## src/rtl/param_updown_counter.sv

```systemverilog
// -----------------------------------------------------------------------------
// param_updown_counter
//
// Parametrised up/down counter with a post-reset init period and a ready flag.
// After reset release the block spends INIT_CYCLES clock edges in INIT, holding
// d_out at zero and ignoring all datapath controls. It then moves to RUN and
// raises rdy. In RUN the counter loads, counts up or counts down modulo
// MAX_VAL+1. A registered one-cycle d_wrap flag marks every edge that hits the
// terminal value.
//
// Build option (define to enable):
//   PARAM_UPDOWN_COUNTER_SAT_EN - saturating mode. Counting up at MAX_VAL
//     holds MAX_VAL, and counting down at 0 holds 0. d_wrap is raised for every
//     enabled edge that is blocked at a limit. Load, rdy, reset and INIT
//     behaviour are the same in both builds.
//
// Parameters:
//   WIDTH       counter width in bits (>= 2)
//   MAX_VAL     terminal count, 0 .. 2^WIDTH-1
//   INIT_CYCLES clock edges after reset release before rdy rises (>= 1)
//
// Ports:
//   clock       in   1      rising-edge clock
//   rst_n       in   1      asynchronous active-low reset
//   d_en        in   1      count enable
//   d_dir       in   1      1 = count up, 0 = count down
//   d_load      in   1      synchronous load strobe (has priority over d_en)
//   d_load_val  in   WIDTH  load value, clipped to MAX_VAL
//   d_out       out  WIDTH  registered count
//   d_wrap      out  1      registered wrap/limit flag
//   rdy         out  1      registered ready flag, high once INIT is complete
// -----------------------------------------------------------------------------
module param_updown_counter #(
    parameter int              WIDTH       = 12,
    parameter longint unsigned MAX_VAL     = 4095,
    parameter int              INIT_CYCLES = 4
) (
    input  logic             clock,
    input  logic             rst_n,
    input  logic             d_en,
    input  logic             d_dir,
    input  logic             d_load,
    input  logic [WIDTH-1:0] d_load_val,
    output logic [WIDTH-1:0] d_out,
    output logic             d_wrap,
    output logic             rdy
);

    // -------------------------------------------------------------------------
    // Elaboration-time parameter checks
    // -------------------------------------------------------------------------
    if (WIDTH < 2) begin : g_bad_width
        $error("param_updown_counter: WIDTH must be >= 2");
    end

    if ((WIDTH < 64) && (MAX_VAL >= (64'd1 << WIDTH))) begin : g_bad_max
        $error("param_updown_counter: MAX_VAL does not fit in WIDTH bits");
    end

    if (INIT_CYCLES < 1) begin : g_bad_init
        $error("param_updown_counter: INIT_CYCLES must be >= 1");
    end

    // -------------------------------------------------------------------------
    // Constants
    // -------------------------------------------------------------------------
    // The init counter only has to reach INIT_CYCLES-1, so it gets the
    // narrowest width that holds that value (at least one bit).
    localparam int ICW = (INIT_CYCLES > 1) ? $clog2(INIT_CYCLES) : 1;

    localparam logic [ICW-1:0]   INIT_LAST = ICW'(INIT_CYCLES - 1);
    localparam logic [WIDTH-1:0] MAX_W     = WIDTH'(MAX_VAL);
    localparam logic [WIDTH-1:0] ZERO_W    = '0;
    localparam logic [WIDTH-1:0] ONE_W     = WIDTH'(1);

    localparam logic [0:0] ST_INIT = 1'b0;
    localparam logic [0:0] ST_RUN  = 1'b1;

    // -------------------------------------------------------------------------
    // State
    // -------------------------------------------------------------------------
    logic [0:0]       state;
    logic [ICW-1:0]   init_cnt;

    logic [WIDTH-1:0] next_out;
    logic             next_wrap;
    logic [WIDTH-1:0] load_clip;

    // Clip the load value against the terminal count over the full width.
    assign load_clip = (d_load_val > MAX_W) ? MAX_W : d_load_val;

    // -------------------------------------------------------------------------
    // Next-value logic for the RUN datapath
    // -------------------------------------------------------------------------
    always_comb begin
        // NOTE: every signal assigned here gets a default first, so no path
        // leaves it unassigned and no latch is inferred.
        next_out  = d_out;
        next_wrap = 1'b0;

        if (d_load) begin
            next_out  = load_clip;
            next_wrap = 1'b0;
        end else if (d_en) begin
            if (d_dir) begin
                if (d_out == MAX_W) begin
`ifdef PARAM_UPDOWN_COUNTER_SAT_EN
                    next_out  = MAX_W;
`else
                    next_out  = ZERO_W;
`endif
                    next_wrap = 1'b1;
                end else begin
                    next_out = d_out + ONE_W;
                end
            end else begin
                if (d_out == ZERO_W) begin
`ifdef PARAM_UPDOWN_COUNTER_SAT_EN
                    next_out  = ZERO_W;
`else
                    next_out  = MAX_W;
`endif
                    next_wrap = 1'b1;
                end else begin
                    next_out = d_out - ONE_W;
                end
            end
        end
    end

    // -------------------------------------------------------------------------
    // Sequential logic: FSM, init counter, datapath registers
    // -------------------------------------------------------------------------
    // NOTE: sequential state uses non-blocking assignments only, so every
    // register samples the pre-edge values of the others.
    always_ff @(posedge clock or negedge rst_n) begin
        if (!rst_n) begin
            state    <= ST_INIT;
            init_cnt <= '0;
            rdy      <= 1'b0;
            d_out    <= '0;
            d_wrap   <= 1'b0;
        end else begin
            case (state)
                ST_INIT: begin
                    // The datapath stays parked at zero and all controls are
                    // ignored until the init period has elapsed.
                    d_out  <= '0;
                    d_wrap <= 1'b0;
                    if (init_cnt == INIT_LAST) begin
                        state <= ST_RUN;
                        rdy   <= 1'b1;
                    end else begin
                        init_cnt <= init_cnt + ICW'(1);
                    end
                end
                ST_RUN: begin
                    rdy    <= 1'b1;
                    d_out  <= next_out;
                    d_wrap <= next_wrap;
                end
                default: begin
                    state <= ST_INIT;
                    rdy   <= 1'b0;
                end
            endcase
        end
    end

endmodule

```

## config.mk

```make
export PLATFORM = sky130hd
export DESIGN_NAME = param_updown_counter
export DESIGN_NICKNAME = d
export VERILOG_FILES = /design/src/rtl/param_updown_counter.sv
export SDC_FILE = /design/constraint.sdc
export NUM_CORES = 1
export LEC_CHECK = 0
export CORE_AREA = 2 2 45 79
export DETAILED_ROUTE_END_ITERATION = 8
export DIE_AREA = 0 0 47 81
export GPL_ROUTABILITY_DRIVEN = 0
export PLACE_DENSITY = 0.75
export SETUP_SLACK_MARGIN = 0.4
export SYNTH_ARGS = -nofsm -noshare
export SYNTH_HDL_FRONTEND = slang
export SYNTH_SLANG_ARGS = --single-unit
```

## constraint.sdc

```tcl
create_clock -name clock -period 2.2 [get_ports clock]
set_input_delay 0.33 -clock clock [delete_from_list [all_inputs] [get_ports clock]]
set_output_delay 0.33 -clock clock [all_outputs]
set_load 0.02 [all_outputs]
```

Word-level counts from Yosys, hierarchy flattened --
Cells that the tools add are included.
Word-level totals: bits in registers 17
Operators by class: add/sub/neg operators 3, order comparisons 1, equal/unequal tests 4, mux-type cells 17, bitwise gates (word level) 2, reduce and logical (&&, ||, !) cells 2
Operators with widths (number):
- 12-bit 2-to-1 mux | 6
- 12-bit case mux with 2 select lines | 1
- 12-bit by 1-bit adder with 12-bit output (second input constant) | 1
- 12-bit equality test (second input constant) | 1
- 12-bit greater-than comparator (second input constant) | 1
- 12-bit logical NOT | 1
- 12-bit by 1-bit subtractor with 12-bit output (second input constant) | 1
- 1-bit 2-to-1 mux | 8
- 1-bit case mux with 2 select lines | 2
- 3-bit != test (second input constant) | 1
- 2-bit by 1-bit adder with 2-bit output (second input constant) | 1
- 2-bit equality test (second input constant) | 1
- 2-bit != test (second input constant) | 1
- 1-bit inverter | 2
- 2-bit AND reduction | 1

Longest topological paths before layout --
Gate-level depths: netlist of the first run.
depth after elaboration 6, mapped depth 8, depth with buffers taken out 7

Worst setup path before layout of the first run --
Ideal clock, no wire load.
path kind register to register, start point register d_out[0], end point register d_out[8], setup time 0.082 ns, arrival 2.147 ns, data required time 2.118 ns, slack -0.029 ns, stages on the path, launching flop included 9, period minus slack after synthesis 2.229 ns, path through dfrtp_1 -> clkbuf_1 -> inv_1 -> ha_1 -> nor3b_1 -> a21oi_1 -> o32a_1 -> or3_1 -> a31oi_1
Between the ends: cells in the longest elaborated chain, start to end 6, elaborated cells on any way between the ends 10
Ends and longest elaborated chain:
- start, declared | line 44 | output logic [WIDTH-1:0] d_out,
- start signal, assigned | line 159 | d_out <= next_out;
- 12-bit by 1-bit subtractor with 12-bit output (tied with other cells) | line 125 | next_out = d_out - ONE_W;
- 12-bit 2-to-1 mux (on tied branches) | line 117, 106
- 12-bit 2-to-1 mux (*) | line 105 | if (d_dir) begin
- 12-bit 2-to-1 mux (*) | line 104 | end else if (d_en) begin
- 12-bit 2-to-1 mux (*) | line 101 | if (d_load) begin
- 12-bit case mux with 2 select lines (*) | line 144 | case (state)
Mark *: on every way between the ends. The rest lies on a longest branch, timed or not. The select of a mux whose other input is x is not followed. A chain may end at the register's enable or synchronous reset.

Worst setup path in the final report of the first run --
start point register d_out[0], end point register d_out[3]
The elaborated chain is that of the path after synthesis.

==> summary.txt, run 1 <==
status: finished, final reports clean
fin nets: 248
worst min path class: in2async
Logic pwr share: 40.9%
mean post-synth cell area: 7.971 um^2
Syn-to-layout area delta: 46.56%
GRT Util Overall: 29.08%
hold_buf cts: 0
initial core utilization: 44.02%
net load switching power: 0.3824 mW
syn nets: 199
cell taking the most area after synthesis: dfrtp_1
Skew-Pair Late Insertion Delay: 260 ps
Switching Fraction: 36.71%
sequential fraction of design power: 35.9%
Crit Path Max Fanout: 4
ANT nets after route: 0
setup_tns: 0 ps
vias per std cell: 6.446
critical path's largest stage delay: 370 ps
WP data arrival: 2050 ps
crit path buf inv count: 3
gr ovfl total: 0
Final Hold Viols: 0
max-slew violations: 0
final worst slack: 303.6 ps
dpl hpwl: 3.555 mm
Final setup viols: 0
clock sinks: 17
Largest delay share family, worst path: simple AND/OR/NAND/NOR gates
wirelength, routed: 5.275 mm
Mapped Area: 1419 um^2
pin count of the biggest net entering global routing: 21
TritonRoute pass-1 iters: 5
Final Util: 64.52%
Crit Path Class: reg2reg
initial antenna violation count: 0
internal power: 0.6594 mW
vias in the first global route: 1728
first-pass GRT wire length: 8.024 mm
Finished Layout Cells: 271
ys flop type: dfrtp_1
Core ar.: 3223 um^2
max cap viols: 0
Root Buffer: clkbuf_8
period utilization: 86.20%
TritonCTS clock tree: yes
dpl cells: 255
Top Ports: 31
slew margin rel.: 70.21%
Req. time, crit path: 2350 ps
Startpoint Class: register
Port Buffers: 30
worst path cell trace: inv_2, ha_4, nor3b_4, buf_4, buf_4, a41o_2, or3_1, a32o_1
hold_ws: 379.0 ps
clk slew on worst S/H paths: 70 ps
PwrDens: 501.0 nW/um^2
Die Area: 3807 um^2
Critical Path Sink Type: register
most frequent CP cell: buf_4
synth top area cells: dfrtp_1 (30%), o21ai_0 (5.3%), a21oi_1 (4.6%), ha_1 (3.5%), nand3_1 (3.2%)
Chip Height: 81 um
CTS max path bufs: 2
Final Critical Period: 1896 ps
Synth Warn #: 0
Worst-Margin Slew: 445.5 ps
top-area cell type share of the netlist area: 29.98%
maximum vdd ir drop: 399.3 uV
drt wl/cell: 19.46 um
ys async rst share: 100.0%
fraction of layout cells with a size suffix above 1: 26.55%
Place WS: 173.9 ps
Num CTS Buffers: 3
number of flops mapped to enable cells by yosys: 0
distinct cell type count after synthesis: 53
Pleak: 0.8165 nW
Synth Register Bits: 17
H-Tree Depth: 1
RSZ-0062 raised after global routing: yes
Worst Skew: 2.575 ps
DIE WIDTH: 47 um
antenna fix cells: 0
DR vias: 1747
clock share of power: 23.2%
row count: 28
Post-route DRC: 0
Seq/Total Area, Yosys: 29.98%
Initial DRC Count: 140
slowest CP cell: dfrtp_2
cells after synthesis: 178
Peak Freq: 527.3 MHz
metal layers:
layer  vias up  part of all wire, %  global-route usage (%)
met5         -                    0                       0
met4         0                  4.4                   17.22
met3        27                  7.7                   4.444
met2       126                   54                   49.18
met1       814                   34                   32.45
li1        780                    -                       -
Yosys cell counts (2+ instances only):
master / number
a221oi_1: 2
a211oi_1: 2
or3_1: 3
buf_2: 2
nand3_1: 9
o211ai_1: 2
ha_1: 4
nor2_1: 12
nor4_1: 3
o21ai_0: 15
nand2_1: 11
mux2i_1: 2
a31oi_1: 6
a21oi_1: 13
and3_1: 2
nor3_1: 6
a41oi_1: 2
and2_1: 2
xor2_1: 3
a32o_1: 2
o31ai_1: 2
nand4_1: 5
clkbuf_1: 12
o22ai_1: 3
inv_1: 8
dfrtp_1: 17
a21o_1: 2
final cells by class:
cell class | instances | area (um^2)
inverter | 8 | 30.03
multi-input combinational | 138 | 978.4
tap | 45 | 56.30
fill | 298 | 1144
timing repair buffer | 59 | 538.0
clock buffer | 4 | 45.04
sequential | 17 | 431.7
placed cells by master, fill, tap and decap left out, drive strengths merged, types with 3 or more instances in the layout:
| cell | synthesis | routed |
|---|---|---|
| or3 | 3 | 3 |
| buf | 3 | 29 |
| o21ai | 15 | 15 |
| nand4 | 5 | 5 |
| a31oi | 6 | 6 |
| nor2 | 12 | 12 |
| o22ai | 3 | 3 |
| ha | 4 | 4 |
| clkbuf | 12 | 4 |
| inv | 8 | 8 |
| clkdlybuf4s50 | 0 | 27 |
| dfrtp | 17 | 17 |
| a21oi | 13 | 13 |
| dlymetal6s2s | 0 | 3 |
| nor4 | 4 | 4 |
| xor2 | 3 | 3 |
| nor3 | 6 | 6 |
| nand2 | 12 | 12 |
| nand3 | 9 | 9 |
power by group through the flow:
stage / Sequential, mW / Combinational [mW] / Clock, mW
2_1_floorplan: 0.399 / 0.196 / 0
3_3_place_gp: 0.379 / 0.357 / 0
3_5_place_dp: 0.381 / 0.363 / 0
4_1_cts: 0.371 / 0.403 / 0.245
5_1_grt: 0.376 / 0.451 / 0.262
6_report: 0.374 / 0.426 / 0.242
kinds of logic after synthesis:
logic type | synth area share (%)
compound gates | 30.95
buf+inv | 6.790
simple gates | 24.69
flops | 29.98
xor+xnor | 1.852
mux | 2.205
fa+ha+maj | 3.527
state kept, by name, indices dropped and copies added (netlist names):
register  flops
d_out        12
d_wrap        1
init_cnt      2
rdy           1
state         1
through the flow:
stage / cell area [um^2] / power, mW
detailed placement: 1864 / 0.7437
CTS: 2027 / 1.019
finish: 2079 / 1.042
global route: 2079 / 1.089
global placement: 1864 / 0.7364
floorplan: 1460 / 0.5943
path summary, 6_finish.rpt:
path | from | end | slack, ps | cells past startpoint
setup reg to reg | d_out[0]$_DFFE_PN0P_ | d_out[3]$_DFFE_PN0P_ | 300 | 8
setup / recovery | d_out[0]$_DFFE_PN0P_ | d_out[3]$_DFFE_PN0P_ | 300 | 8
hold reg to reg | rdy$_DFFE_PN0N_ | rdy$_DFFE_PN0N_ | 470 | 1
max in group asynchronous | rst_n | d_out[10]$_DFFE_PN0P_ | 1310 | 2
hold / removal | rst_n | d_wrap$_DFF_PN0_ | 380 | 1
min in group clock | rdy$_DFFE_PN0N_ | rdy$_DFFE_PN0N_ | 470 | 1
repair_timing:
item,CTS,global route
buffers inserted,10,2
endpoints found under the setup margin,10,17
resized for setup,11,11
endpoints found under the hold margin,0,0
pin swaps,6,3
Note: power is estimated with default switching activity, not from simulation.
==> run 2, diff against run 1 <==
Settings changed: CTS_CLUSTER_SIZE from default to 30, SKIP_CTS_REPAIR_TIMING from default to 1, SLEW_MARGIN from default to 20.
==> run 2 against run 1 <==
Against the previous run: final area is 0.96% higher; via count down 1.4%; largest cell class unchanged; clock power increased by 2%; flip-flop and latch count unchanged; critical path depth unchanged; hold slack worse by 2.5 ps; utilization rose by 0.62 points; fmax decreased by 4.9%; combinational power increased by 2%.
==> summary.txt, run 2 (same netlist as run 1, synthesis figures left out) <==
initial core utilization: 44.02%
max cap viols: 0
final worst slack: 204.9 ps
Final Critical Period: 1995 ps
first-pass GRT wire length: 7.686 mm
net load switching power: 0.3927 mW
Syn-to-layout area delta: 47.97%
WP depth: 8
Post-route DRC: 0
R2R Path Start: d_out[0]$_DFFE_PN0P_
critical path's largest stage delay: 430 ps
Skew-Pair Late Insertion Delay: 260 ps
Finished Layout Cells: 268
clock sinks: 17
Die Area: 3807 um^2
ANT nets after route: 0
CTS max path bufs: 2
Final setup viols: 0
gr ovfl total: 0
Tot Pwr: 1.055 mW
drt wl/cell: 19.28 um
Largest delay share family, worst path: compound AO/OA/AOI/OAI gates
maximum vdd ir drop: 399.5 uV
Core ar.: 3223 um^2
dpl hpwl: 3.555 mm
FF-to-FF End: d_out[5]$_DFFE_PN0P_
status: finished, final reports clean
Final Util: 65.14%
hold_ws: 376.6 ps
fraction of layout cells with a size suffix above 1: 26.91%
Worst-Margin Slew: 451.8 ps
crit path buf inv count: 2
Worst Skew: 0.6853 ps
vias in the first global route: 1607
RSZ-0062 raised after global routing: yes
Worst R2R Path Depth: 8
Logic pwr share: 41.0%
most frequent cells in the layout: clkdlybuf4s50_1 (28), buf_4 (25), o21ai_0 (14)
slew margin rel.: 69.79%
fin nets: 245
setup_tns: 0 ps
pin count of the biggest net entering global routing: 21
DR vias: 1723
Initial DRC Count: 96
Startpoint Class: register
Pleak: 0.8063 nW
TritonRoute pass-1 iters: 5
clock share of power: 23.5%
worst min path class: in2async
Chip Height: 81 um
vias per std cell: 6.429
Num CTS Buffers: 3
Req. time, crit path: 2360 ps
Top reg by flops: d_out
WP data arrival: 2150 ps
Top Ports: 31
final instance area: 2100 um^2
TritonCTS clock tree: yes
period utilization: 90.69%
Root Buffer: clkbuf_8
commonest non-fill, non-tap cell in the layout: clkdlybuf4s50_1
Final Hold Viols: 0
Crit Path Max Fanout: 5
max-slew violations: 0
worst path cell trace: inv_4, ha_4, nor3b_4, buf_4, a41oi_4, a211oi_2, a21oi_1, o31ai_1
clk slew on worst S/H paths: 70 ps
dpl cells: 255
Critical Path Sink Type: register
FILL cells: 289
Port Buffers: 30
antenna fix cells: 0
Place WS: 173.9 ps
Switching Fraction: 37.21%
GRT Util Overall: 27.65%
Crit Path Class: reg2reg
reg2reg setup slack: 200 ps
PwrDens: 502.6 nW/um^2
DIE WIDTH: 47 um
sequential fraction of design power: 35.5%
slowest CP cell: dfrtp_2
wirelength, routed: 5.166 mm
area of placed instances: 1864 um^2
internal power: 0.6625 mW
Peak Freq: 501.2 MHz
H-Tree Depth: 1
row count: 28
initial antenna violation count: 0
max reg flops: 12
largest registers: d_out: 12 flops, init_cnt: 2 flops
## run 2: routing by layer
| metal | track usage [%] | wire, um |
|---|---|---|
| met2 | 48.22 | 2900 |
| met4 | 12.22 | 221 |
| met3 | 4.444 | 311 |
| met1 | 31.34 | 1733 |
| met5 | 0 | 0 |
## run 2: layout make-up
type                       instances  area [um^2]  area share (%)
clock buffer                       4        45.04           2.145
inverter                           8        32.53           1.549
multi-input combinational        138         1022           48.69
sequential                        17        430.4           20.50
tap                               45        56.30           2.682
timing repair buffer              56        513.0           24.43
## run 2: power by group through the flow
stage | registers (mW) | logic (mW) | clock network (mW)
global route | 0.378 | 0.461 | 0.266
CTS | 0.374 | 0.365 | 0.245
global placement | 0.379 | 0.357 | 0
detailed placement | 0.381 | 0.363 | 0
finish | 0.374 | 0.433 | 0.248
floorplan | 0.399 | 0.196 | 0
## run 2: worst max path at each step
stage	slack [ps]	endpoint	from
after floorplan	220	d_out[11]$_DFFE_PN0P_	d_out[2]$_DFFE_PN0P_
after global placement	220	d_out[1]$_DFFE_PN0P_	d_dir
after detailed placement	170	d_out[5]$_DFFE_PN0P_	d_out[0]$_DFFE_PN0P_
after CTS	150	d_out[11]$_DFFE_PN0P_	d_out[0]$_DFFE_PN0P_
after global routing	180	d_out[8]$_DFFE_PN0P_	d_out[3]$_DFFE_PN0P_
final	200	d_out[5]$_DFFE_PN0P_	d_out[0]$_DFFE_PN0P_
